### config.mk
export PLATFORM = sky130hd
export DESIGN_NAME = vga_sprite_display
export DESIGN_NICKNAME = d
export VERILOG_FILES = /design/src/rtl/vga_sprite_display.sv
export SDC_FILE = /design/constraint.sdc
export NUM_CORES = 1
export LEC_CHECK = 0
export BUFFER_PORTS_ARGS = -buffer_cell sky130_fd_sc_hd__buf_4
export CORE_MARGIN = 1.5
export CORE_UTILIZATION = 55
export DETAILED_ROUTE_END_ITERATION = 10
export GPL_ROUTABILITY_DRIVEN = 1
export HOLD_SLACK_MARGIN = 0.15
export PLACE_DENSITY = 0.79
export SYNTH_ARGS = -nofsm -noshare
export SYNTH_HDL_FRONTEND = slang
export SYNTH_SLANG_ARGS = --single-unit
### constraint.sdc
create_clock -name CLK_40M -period 7.8 [get_ports CLK_40M]
set_input_delay 0.78 -clock CLK_40M [delete_from_list [all_inputs] [get_ports CLK_40M]]
set_output_delay 0.78 -clock CLK_40M [all_outputs]
set_load 0.005 [all_outputs]
### src/rtl/vga_sprite_display.sv
`timescale 1ns/1ps
`default_nettype none
// ============================================================================
// Module   : vga_sprite_display
// Brief    : VGA timing generator that overlays one monochrome ROM image at a
//            programmable position. Define VGA_SPRITE_SCALE2X_EN for 2x zoom.
// Revision : 1.0 - initial release
// ============================================================================
module vga_sprite_display #(
    parameter int H_ACTIVE = 800,
    parameter int H_FP     = 40,
    parameter int H_SYNC   = 128,
    parameter int H_BP     = 88,
    parameter int V_ACTIVE = 600,
    parameter int V_FP     = 1,
    parameter int V_SYNC   = 4,
    parameter int V_BP     = 23,
    parameter bit SYNC_POL = 1'b1,
    parameter int IMG_W    = 256,
    parameter int IMG_H    = 256,
    parameter int ADDR_W   = 11,
    parameter int ROM_LAT  = 1,
    parameter int COLOR_W  = 1
) (
    input  logic                   CLK_40M,
    input  logic                   RSTn,
    input  logic [10:0]            pos_x,
    input  logic [10:0]            pos_y,
    input  logic [3*COLOR_W-1:0]   fg_rgb,
    input  logic [3*COLOR_W-1:0]   bg_rgb,
    output logic [ADDR_W-1:0]      rom_addr,
    input  logic [IMG_W-1:0]       rom_data,
    output logic [COLOR_W-1:0]     vga_red,
    output logic [COLOR_W-1:0]     vga_green,
    output logic [COLOR_W-1:0]     vga_blue,
    output logic                   hsync_sig,
    output logic                   vsync_sig,
    output logic                   frame_start
);

    localparam int c_H_TOTAL = H_ACTIVE + H_FP + H_SYNC + H_BP;
    localparam int c_V_TOTAL = V_ACTIVE + V_FP + V_SYNC + V_BP;
    localparam int c_HW      = $clog2(c_H_TOTAL);
    localparam int c_VW      = $clog2(c_V_TOTAL);
    localparam int c_CW_MAX  = (c_HW > c_VW) ? c_HW : c_VW;
    localparam int c_AW      = ((c_CW_MAX > 11) ? c_CW_MAX : 11) + 1;
    localparam int c_IW      = (IMG_W > 1) ? $clog2(IMG_W) : 1;
`ifdef VGA_SPRITE_SCALE2X_EN
    localparam int c_SHIFT   = 1;
`else
    localparam int c_SHIFT   = 0;
`endif

    localparam logic [c_AW-1:0] c_SPAN_W    = c_AW'(IMG_W << c_SHIFT);
    localparam logic [c_AW-1:0] c_SPAN_H    = c_AW'(IMG_H << c_SHIFT);
    localparam logic [c_AW-1:0] c_H_ACT     = c_AW'(H_ACTIVE);
    localparam logic [c_AW-1:0] c_V_ACT     = c_AW'(V_ACTIVE);
    localparam logic [c_HW-1:0] c_H_LAST    = c_HW'(c_H_TOTAL - 1);
    localparam logic [c_VW-1:0] c_V_LAST    = c_VW'(c_V_TOTAL - 1);
    localparam logic [c_HW-1:0] c_H_FETCH   = c_HW'(H_ACTIVE);
    localparam logic [c_HW-1:0] c_H_CAPTURE = c_HW'(H_ACTIVE + 1 + ROM_LAT);
    localparam logic [c_HW-1:0] c_HS_START  = c_HW'(H_ACTIVE + H_FP);
    localparam logic [c_HW-1:0] c_HS_END    = c_HW'(H_ACTIVE + H_FP + H_SYNC);
    localparam logic [c_VW-1:0] c_VS_START  = c_VW'(V_ACTIVE + V_FP);
    localparam logic [c_VW-1:0] c_VS_END    = c_VW'(V_ACTIVE + V_FP + V_SYNC);
    localparam logic [c_VW-1:0] c_V_LATCH   = c_VW'(V_ACTIVE);
    localparam logic            c_SYNC_OFF  = ~SYNC_POL;

    logic [c_HW-1:0]        r_h_cnt;
    logic [c_VW-1:0]        r_v_cnt;
    logic [10:0]            r_px;
    logic [10:0]            r_py;
    logic [ADDR_W-1:0]      r_rom_addr;
    logic                   r_fetch_ok;
    logic [IMG_W-1:0]       r_row_reg;
    logic                   r_row_valid;
    logic [3*COLOR_W-1:0]   r_rgb;
    logic                   r_hsync;
    logic                   r_vsync;
    logic                   r_frame_start;

    logic                   w_h_last;
    logic                   w_v_last;
    logic [c_AW-1:0]        w_h_x;
    logic [c_AW-1:0]        w_v_x;
    logic [c_AW-1:0]        w_px_x;
    logic [c_AW-1:0]        w_py_x;
    logic [c_AW-1:0]        w_nv;
    logic [c_AW-1:0]        w_ry;
    logic                   w_fetch_ok;
    logic [ADDR_W-1:0]      w_row_idx;
    logic [c_AW-1:0]        w_dx;
    logic [c_IW-1:0]        w_bit_idx;
    logic                   w_active;
    logic                   w_inside;
    logic                   w_pix_on;
    logic                   w_hs_on;
    logic                   w_vs_on;

    assign w_h_last = (r_h_cnt == c_H_LAST);
    assign w_v_last = (r_v_cnt == c_V_LAST);
    assign w_h_x    = c_AW'(r_h_cnt);
    assign w_v_x    = c_AW'(r_v_cnt);
    assign w_px_x   = c_AW'(r_px);
    assign w_py_x   = c_AW'(r_py);

    always_ff @(posedge CLK_40M or negedge RSTn) begin
        if (!RSTn) begin
            r_h_cnt <= '0;
            r_v_cnt <= '0;
        end else if (w_h_last) begin
            r_h_cnt <= '0;
            r_v_cnt <= w_v_last ? '0 : r_v_cnt + c_VW'(1);
        end else begin
            r_h_cnt <= r_h_cnt + c_HW'(1);
        end
    end

    // Position only moves at the start of vertical blank so a frame never tears.
    always_ff @(posedge CLK_40M or negedge RSTn) begin
        if (!RSTn) begin
            r_px <= '0;
            r_py <= '0;
        end else if ((r_h_cnt == '0) && (r_v_cnt == c_V_LATCH)) begin
            r_px <= pos_x;
            r_py <= pos_y;
        end
    end

    // Row for the upcoming line; rows below the visible area are never fetched.
    always_comb begin
        w_nv       = w_v_last ? '0 : w_v_x + c_AW'(1);
        w_ry       = w_nv - w_py_x;
        w_fetch_ok = (w_py_x <= w_nv) && (w_nv < c_V_ACT) && (w_ry < c_SPAN_H);
        w_row_idx  = ADDR_W'(w_ry >> c_SHIFT);
    end

    always_ff @(posedge CLK_40M or negedge RSTn) begin
        if (!RSTn) begin
            r_rom_addr  <= '0;
            r_fetch_ok  <= 1'b0;
            r_row_reg   <= '0;
            r_row_valid <= 1'b0;
        end else begin
            if (r_h_cnt == c_H_FETCH) begin
                r_fetch_ok <= w_fetch_ok;
                if (w_fetch_ok) begin
                    r_rom_addr <= w_row_idx;
                end
            end
            // ROM samples the address one cycle after it changes, then ROM_LAT more.
            if (r_h_cnt == c_H_CAPTURE) begin
                r_row_reg   <= r_fetch_ok ? rom_data : '0;
                r_row_valid <= r_fetch_ok;
            end
        end
    end

    always_comb begin
        w_active  = (w_h_x < c_H_ACT) && (w_v_x < c_V_ACT);
        w_dx      = w_h_x - w_px_x;
        w_bit_idx = c_IW'(IMG_W - 1) - c_IW'(w_dx >> c_SHIFT);
        w_inside  = w_active && r_row_valid && (w_px_x <= w_h_x) && (w_dx < c_SPAN_W);
        w_pix_on  = w_inside && r_row_reg[w_bit_idx];
        w_hs_on   = (r_h_cnt >= c_HS_START) && (r_h_cnt < c_HS_END);
        w_vs_on   = (r_v_cnt >= c_VS_START) && (r_v_cnt < c_VS_END);
    end

    always_ff @(posedge CLK_40M or negedge RSTn) begin
        if (!RSTn) begin
            r_rgb         <= '0;
            r_hsync       <= c_SYNC_OFF;
            r_vsync       <= c_SYNC_OFF;
            r_frame_start <= 1'b0;
        end else begin
            if (!w_active) begin
                r_rgb <= '0;
            end else if (w_pix_on) begin
                r_rgb <= fg_rgb;
            end else begin
                r_rgb <= bg_rgb;
            end
            r_hsync       <= w_hs_on ? SYNC_POL : c_SYNC_OFF;
            r_vsync       <= w_vs_on ? SYNC_POL : c_SYNC_OFF;
            r_frame_start <= (r_h_cnt == '0) && (r_v_cnt == '0);
        end
    end

    assign rom_addr    = r_rom_addr;
    assign vga_red     = r_rgb[3*COLOR_W-1:2*COLOR_W];
    assign vga_green   = r_rgb[2*COLOR_W-1:COLOR_W];
    assign vga_blue    = r_rgb[COLOR_W-1:0];
    assign hsync_sig   = r_hsync;
    assign vsync_sig   = r_vsync;
    assign frame_start = r_frame_start;

endmodule
`default_nettype wire

* Word-level counts from Yosys, hierarchy flattened
Index checks and enable logic that the tools add are counted.
** Word-level totals
- Register bits after elaboration :: 318
- Bits in latches :: 0
- Bits in writable memories :: 0
- Bits in read-only memories :: 0
- Input port bits :: 286
- Output and inout bits :: 17
- Logic and storage cells :: 59
- Memories :: 0
** Cells by class
- $add $sub $neg :: 6
- Multiply operators :: 0
- Divide/modulo/power cells :: 0
- Magnitude comparators :: 12
- Equality and inequality tests :: 5
- Shifts and indexed selects :: 0
- Multiplexer cells :: 10
- Bitwise logic cells :: 0
- Reductions and logical operators :: 14
** Operators with widths (count)
- 2-to-1 mux 256 bit :: 1
- less-than comparator 11 x 10 -> 1 bit, second input constant :: 3
- less-than comparator 12 x 9 -> 1 bit, second input constant :: 2
- subtractor 11 x 11 -> 12 bit :: 2
- equality test 11 x 10 -> 1 bit, second input constant :: 2
- <= comparator 11 bit :: 2
- 2-to-1 mux 11 bit :: 2
- equality test 10 bit, second input constant :: 2
- less-than comparator 10 bit, second input constant :: 2
- adder 10 x 1 -> 11 bit, second input constant :: 1
- adder 11 x 1 -> 11 bit, second input constant :: 1
- equality test 11 bit, second input constant :: 1
- >= comparator 11 x 10 -> 1 bit, second input constant :: 1
- logical AND 1 bit :: 11
- logical NOT 11 bit :: 1
- adder 10 x 1 -> 10 bit, second input constant :: 1
- >= comparator 10 bit, second input constant :: 1
- logical NOT 10 bit :: 1
- 2-to-1 mux 10 bit :: 1
- less-than comparator 8 x 9 -> 1 bit, second input constant :: 1
- binary-select mux 1 bit (select 8 bit) :: 1
- subtractor 8 bit, first input constant :: 1
- 2-to-1 mux 3 bit :: 2
- 2-to-1 mux 1 bit :: 3
- AND reduction 2 bit :: 1

* Depth between registers and ports, before layout
- Word-level depth :: 8
- Gate-level depth with buffers :: 17
- Mapped depth without buffers :: 15

* Worst setup path after synthesis
No wires, ideal clock.
- Path kind :: flip-flop to flip-flop
- Start :: register r_v_cnt[0]
- End :: register r_rom_addr[4] (netlist: rom_addr[4])
- Setup time :: 125 ps
- Arrival :: 3777 ps
- Data required time :: 7675 ps
- Slack :: 3897 ps
- Stages on the path, launching flop included :: 18
- Buffers on the path :: 2
- Period minus slack after synthesis :: 3903 ps
- Cell sequence :: dfrtp_1 ha_1 clkbuf_1 nand3_1 nor4_2 or2_2 ha_1 fa_1 nor2b_4 o21ai_2 a21boi_1 o21ai_2 a21boi_1 o21a_1 or4_1 a2111o_1 buf_6 mux2_4
** Between the ends
- Word-level cells in the longest chain between the ends :: 6
- Elaborated cells on any way between the ends :: 10
- Classes of those cells :: add/sub: 2; order compare: 3; eq/ne: 1; mux: 1; reduce/logical: 3
** RTL lines
- start, declared :: line 70 : logic [c_VW-1:0] r_v_cnt;
- start signal, assigned :: line 113 : r_v_cnt <= w_v_last ? '0 : r_v_cnt + c_VW'(1);
- adder 10 x 1 -> 11 bit or equality test 10 bit (tied branches) :: line 132, 101
- 2-to-1 mux 11 bit * :: line 132 : w_nv = w_v_last ? '0 : w_v_x + c_AW'(1);
- subtractor 11 x 11 -> 12 bit, or another cell as far along :: line 133 : w_ry = w_nv - w_py_x;
- less-than comparator 12 x 9 -> 1 bit or logical AND 1 bit (tied branches) :: line 134 : w_fetch_ok = (w_py_x <= w_nv) && (w_nv < c_V_ACT) && (w_ry < c_SPAN_H);
- logical AND 1 bit :: line 134
- AND reduction 2 bit (no line)
- end signal, assigned :: line 148 : r_rom_addr <= w_row_idx;
- end, declared :: line 73 : logic [ADDR_W-1:0] r_rom_addr;
Every way passes the cells marked *; elsewhere a longest branch is shown, timed or not.
A chain may end at the register's enable or synchronous reset.

* Final worst setup path
- Start :: register r_h_cnt[0]
- End :: register r_rgb[0]
** Between the ends
- Word-level cells in the longest chain between the ends :: 8
- Elaborated cells on any way between the ends :: 14
- Classes of those cells :: add/sub: 2; order compare: 3; mux: 4; reduce/logical: 5
** RTL lines
- start, declared :: line 69 : logic [c_HW-1:0] r_h_cnt;
- start signal, assigned :: line 115 : r_h_cnt <= r_h_cnt + c_HW'(1);
- branches (longest 7 deep; another with subtractor 11 x 11 -> 12 bit)
- 2-to-1 mux 3 bit * :: line 176 : if (!w_active) begin
- end signal, assigned :: line 179 : r_rgb <= fg_rgb;
- end signal, assigned :: line 181 : r_rgb <= bg_rgb;
- end, declared :: line 77 : logic [3*COLOR_W-1:0] r_rgb;
Mark *: on every way between the ends. The select of a mux whose other input is x is not followed.

==> results.cfg <==
[clock_network]
cts_root_buf = clkbuf_16
cts_buffers = 34
cts_buffer_depth = 3
tritoncts = built
cts_resized = 0
clk_latency_ns = 0.52
cts_sinks = 318
hold_buffers = 0
cts_setup_buffers = 0
cts.clk_slew.worst_paths_ns = 0.06
cts-htree-levels = 2

[sta]
finalHoldViolCount = 0
period_needed_ns = 4.54
max_slew_margin_pct = 15.0
hold_ws_ns = 0.246
final_max_slew_viol_count = 0
rsz0062_at_grt = false
fin_crit_sh_pct = 58.2
fin_skew_ns = 0.0160
tns_ns = 0
worstMarginPinSlew_ns = 1.27
max_clock_freq_mhz = 220
setup_viol = 0

[detailed_routing]
dr.pass1.iters = 5
routed-wl-met3_um = 2760
antenna_left = 0
wl_met1_um = 17100
routedWlPerCell_um = 17.9
highest_layer = met4
finalWirelength_um = 41800
dr_wl_met2_um = 20100
drt-vias-per-instance = 5.58
drc = 0
drtIter0Drc = 1096
dr_total_vias = 13061

[min_path]
hp-class = in -> async

[run]
maxCapViolations = 0

[synthesis]
syn_avg_cell_area_um2 = 9.36
synth_flop_cell = dfrtp_1
synth_top_area_share_pct = 49.8
synth_fp_nets = 2023
ys_top_cells_by_area = dfrtp_1, nand2_1, mux4_2
synth_warnings = 0
async_flop_share_pct = 100
netlist_area_mm2 = 0.0160
synthCells = 1706
ys_seq_area_share_pct = 49.8
synth-seq-cells = 318
yosys.area.top_type = dfrtp_1
synth_edf_count = 0
ys_types = 62

[pwr]
power.density_mw_per_mm2 = 176
power_uw = 3420
irDropWorstVdd_v = 0.000129
p_leak_uw = 0.00889

[placement]
dp_hpwl_um = 29500
gp_congestion = 0.880
portBuffers = 302

[grt]
grt_overflow_total = 0
grt_util_all_layers_pct = 28.2
first_global_vias = 13200
grt_pass1_wl_um = 67000
grt_max_degree = 255
antenna_found_initial = 0

[setup_path]
r2r_cells = 13
start_kind = flop
end_kind = flop
path_max_fanout = 65
critPathRequiredTime_ns = 8.19
cp-endpoint = r_rgb[0]$_DFF_PN0_
critical_path_class = reg -> reg
rrSetupSlack_ns = 3.26
crit_start = r_h_cnt[0]$_DFF_PN0_
worst_ep_arrival_time_ns = 4.93
r2r-end = r_rgb[0]$_DFF_PN0_
timing.rr.start = r_h_cnt[0]$_DFF_PN0_

[floorplanning]
ioPinCount = 303
fp.dieArea_mm2 = 0.0301
die_h_um = 173
floorplan.rows = 62
start_util_pct = 55.8
die_x_um = 173
core_mm2 = 0.0286

[final_layout]
drive_above_1_share_pct = 23.4
fin_nets = 2250
antenna_cells = 0
largest_register_ffs = 256
nFillCells = 2211
post-route-util_pct = 68.0
syn_to_final_growth_pct = 21.9

[outcome]
status = finished clean
## metrics by stage
stage               cell area, um2  setup WS [ns]  std cells
floorplan                    16000           3.90       1706
global placement             18400           3.38       2281
detailed placement           18400           3.28       2281
CTS                          19500           3.25       2339
global route                 19500           2.93       2339
finish                       19500           3.26       2339
## cell usage in the layout, fill, tap and decap left out, types with 8 or more instances in the layout
master	instances
clkbuf_1	10
o21ai_0	292
nand3_1	14
mux2_2	12
a21oi_1	14
xor2_1	13
nand4_1	11
nor2_1	29
clkbuf_16	34
dfrtp_1	317
xnor2_1	15
nand2_1	603
ha_1	28
and3_1	8
mux2i_1	18
mux4_2	65
inv_1	35
buf_4	309
## per-layer routing
| metal | vias up | track usage (%) |
|---|---|---|
| li1 | 6218 | - |
| met1 | 6198 | 37.3 |
| met2 | 534 | 46.2 |
| met3 | 111 | 4.54 |
| met4 | 0 | 12.8 |
| met5 | - | 0 |
## worst max-delay path: stages (launching register included)
cell	delay, ns
dfrtp_1	0.42
inv_1	0.17
ha_4	0.16
inv_1	0.05
fa_4	1.49
mux4_2	0.42
nand2_1	0.08
nand2_1	0.07
o211ai_1	0.23
o221ai_1	0.21
and3_1	0.22
o311ai_1	0.39
nand2_1	0.29
mux2i_1	0.18
## cells in the mapped netlist (all sizes together), types with 5 or more instances
| library cell | instances |
|---|---|
| nand2 | 604 |
| dfrtp | 318 |
| o21ai | 294 |
| clkbuf | 97 |
| mux4 | 65 |
| inv | 35 |
| ha | 29 |
| nor2 | 29 |
| buf | 23 |
| mux2i | 18 |
| mux2 | 16 |
| xnor2 | 16 |
| nand3 | 15 |
| a21oi | 14 |
| xor2 | 14 |
| nand4 | 11 |
| and3 | 8 |
| and2 | 7 |
| nand2b | 7 |
| nor4 | 7 |
| nor2b | 6 |
| nor3 | 6 |
| o211ai | 6 |
| a21boi | 5 |
| o21a | 5 |
## worst min-delay path by stage
stage                                           from                          to  slack [ns]  cells past startpoint
final                                           RSTn     rom_addr[4]$_DFFE_PN0P_        0.25                      1
after global placement    r_row_reg[131]$_DFFE_PN0N_  r_row_reg[131]$_DFFE_PN0N_        0.46                      2
after CTS                                       RSTn   r_row_reg[56]$_DFFE_PN0N_        0.25                      1
after floorplan           r_row_reg[157]$_DFFE_PN0N_  r_row_reg[157]$_DFFE_PN0N_        0.44                      2
after global routing                            RSTn     rom_addr[4]$_DFFE_PN0P_        0.29                      1
after detailed placement  r_row_reg[148]$_DFFE_PN0N_  r_row_reg[148]$_DFFE_PN0N_        0.47                      2
## power by group
group / switching [uW] / leakage [uW] / internal [uW]
clock: 658 / 0.000541 / 958
combinational: 60.6 / 0.00537 / 91.8
sequential: 0.199 / 0.00298 / 1650
total: 719 / 0.00889 / 2700
## cells by family after synthesis
| kind of cell | synth area share, % |
|---|---|
| AND/OR/NAND/NOR | 18.3 |
| AO/OA/AOI/OAI | 12.2 |
| flip-flops | 49.8 |
| buffers and inverters | 4.05 |
| multiplexers | 11.5 |
| adder cells (fa/ha/maj) | 2.52 |
| XOR/XNOR | 1.65 |
## area by class of cell
class                           instances  area [um2]  area share (%)
Clock buffer                           49         957            4.92
Clock inverter                          9         146           0.752
Inverter                               35         131           0.675
Multi-Input combinational cell       1233        7430            38.2
Sequential cell                       318        7960            40.9
Tap cell                              384         480            2.47
Timing Repair Buffer                  311        2350            12.1
(Power assumes the default switching activity.)
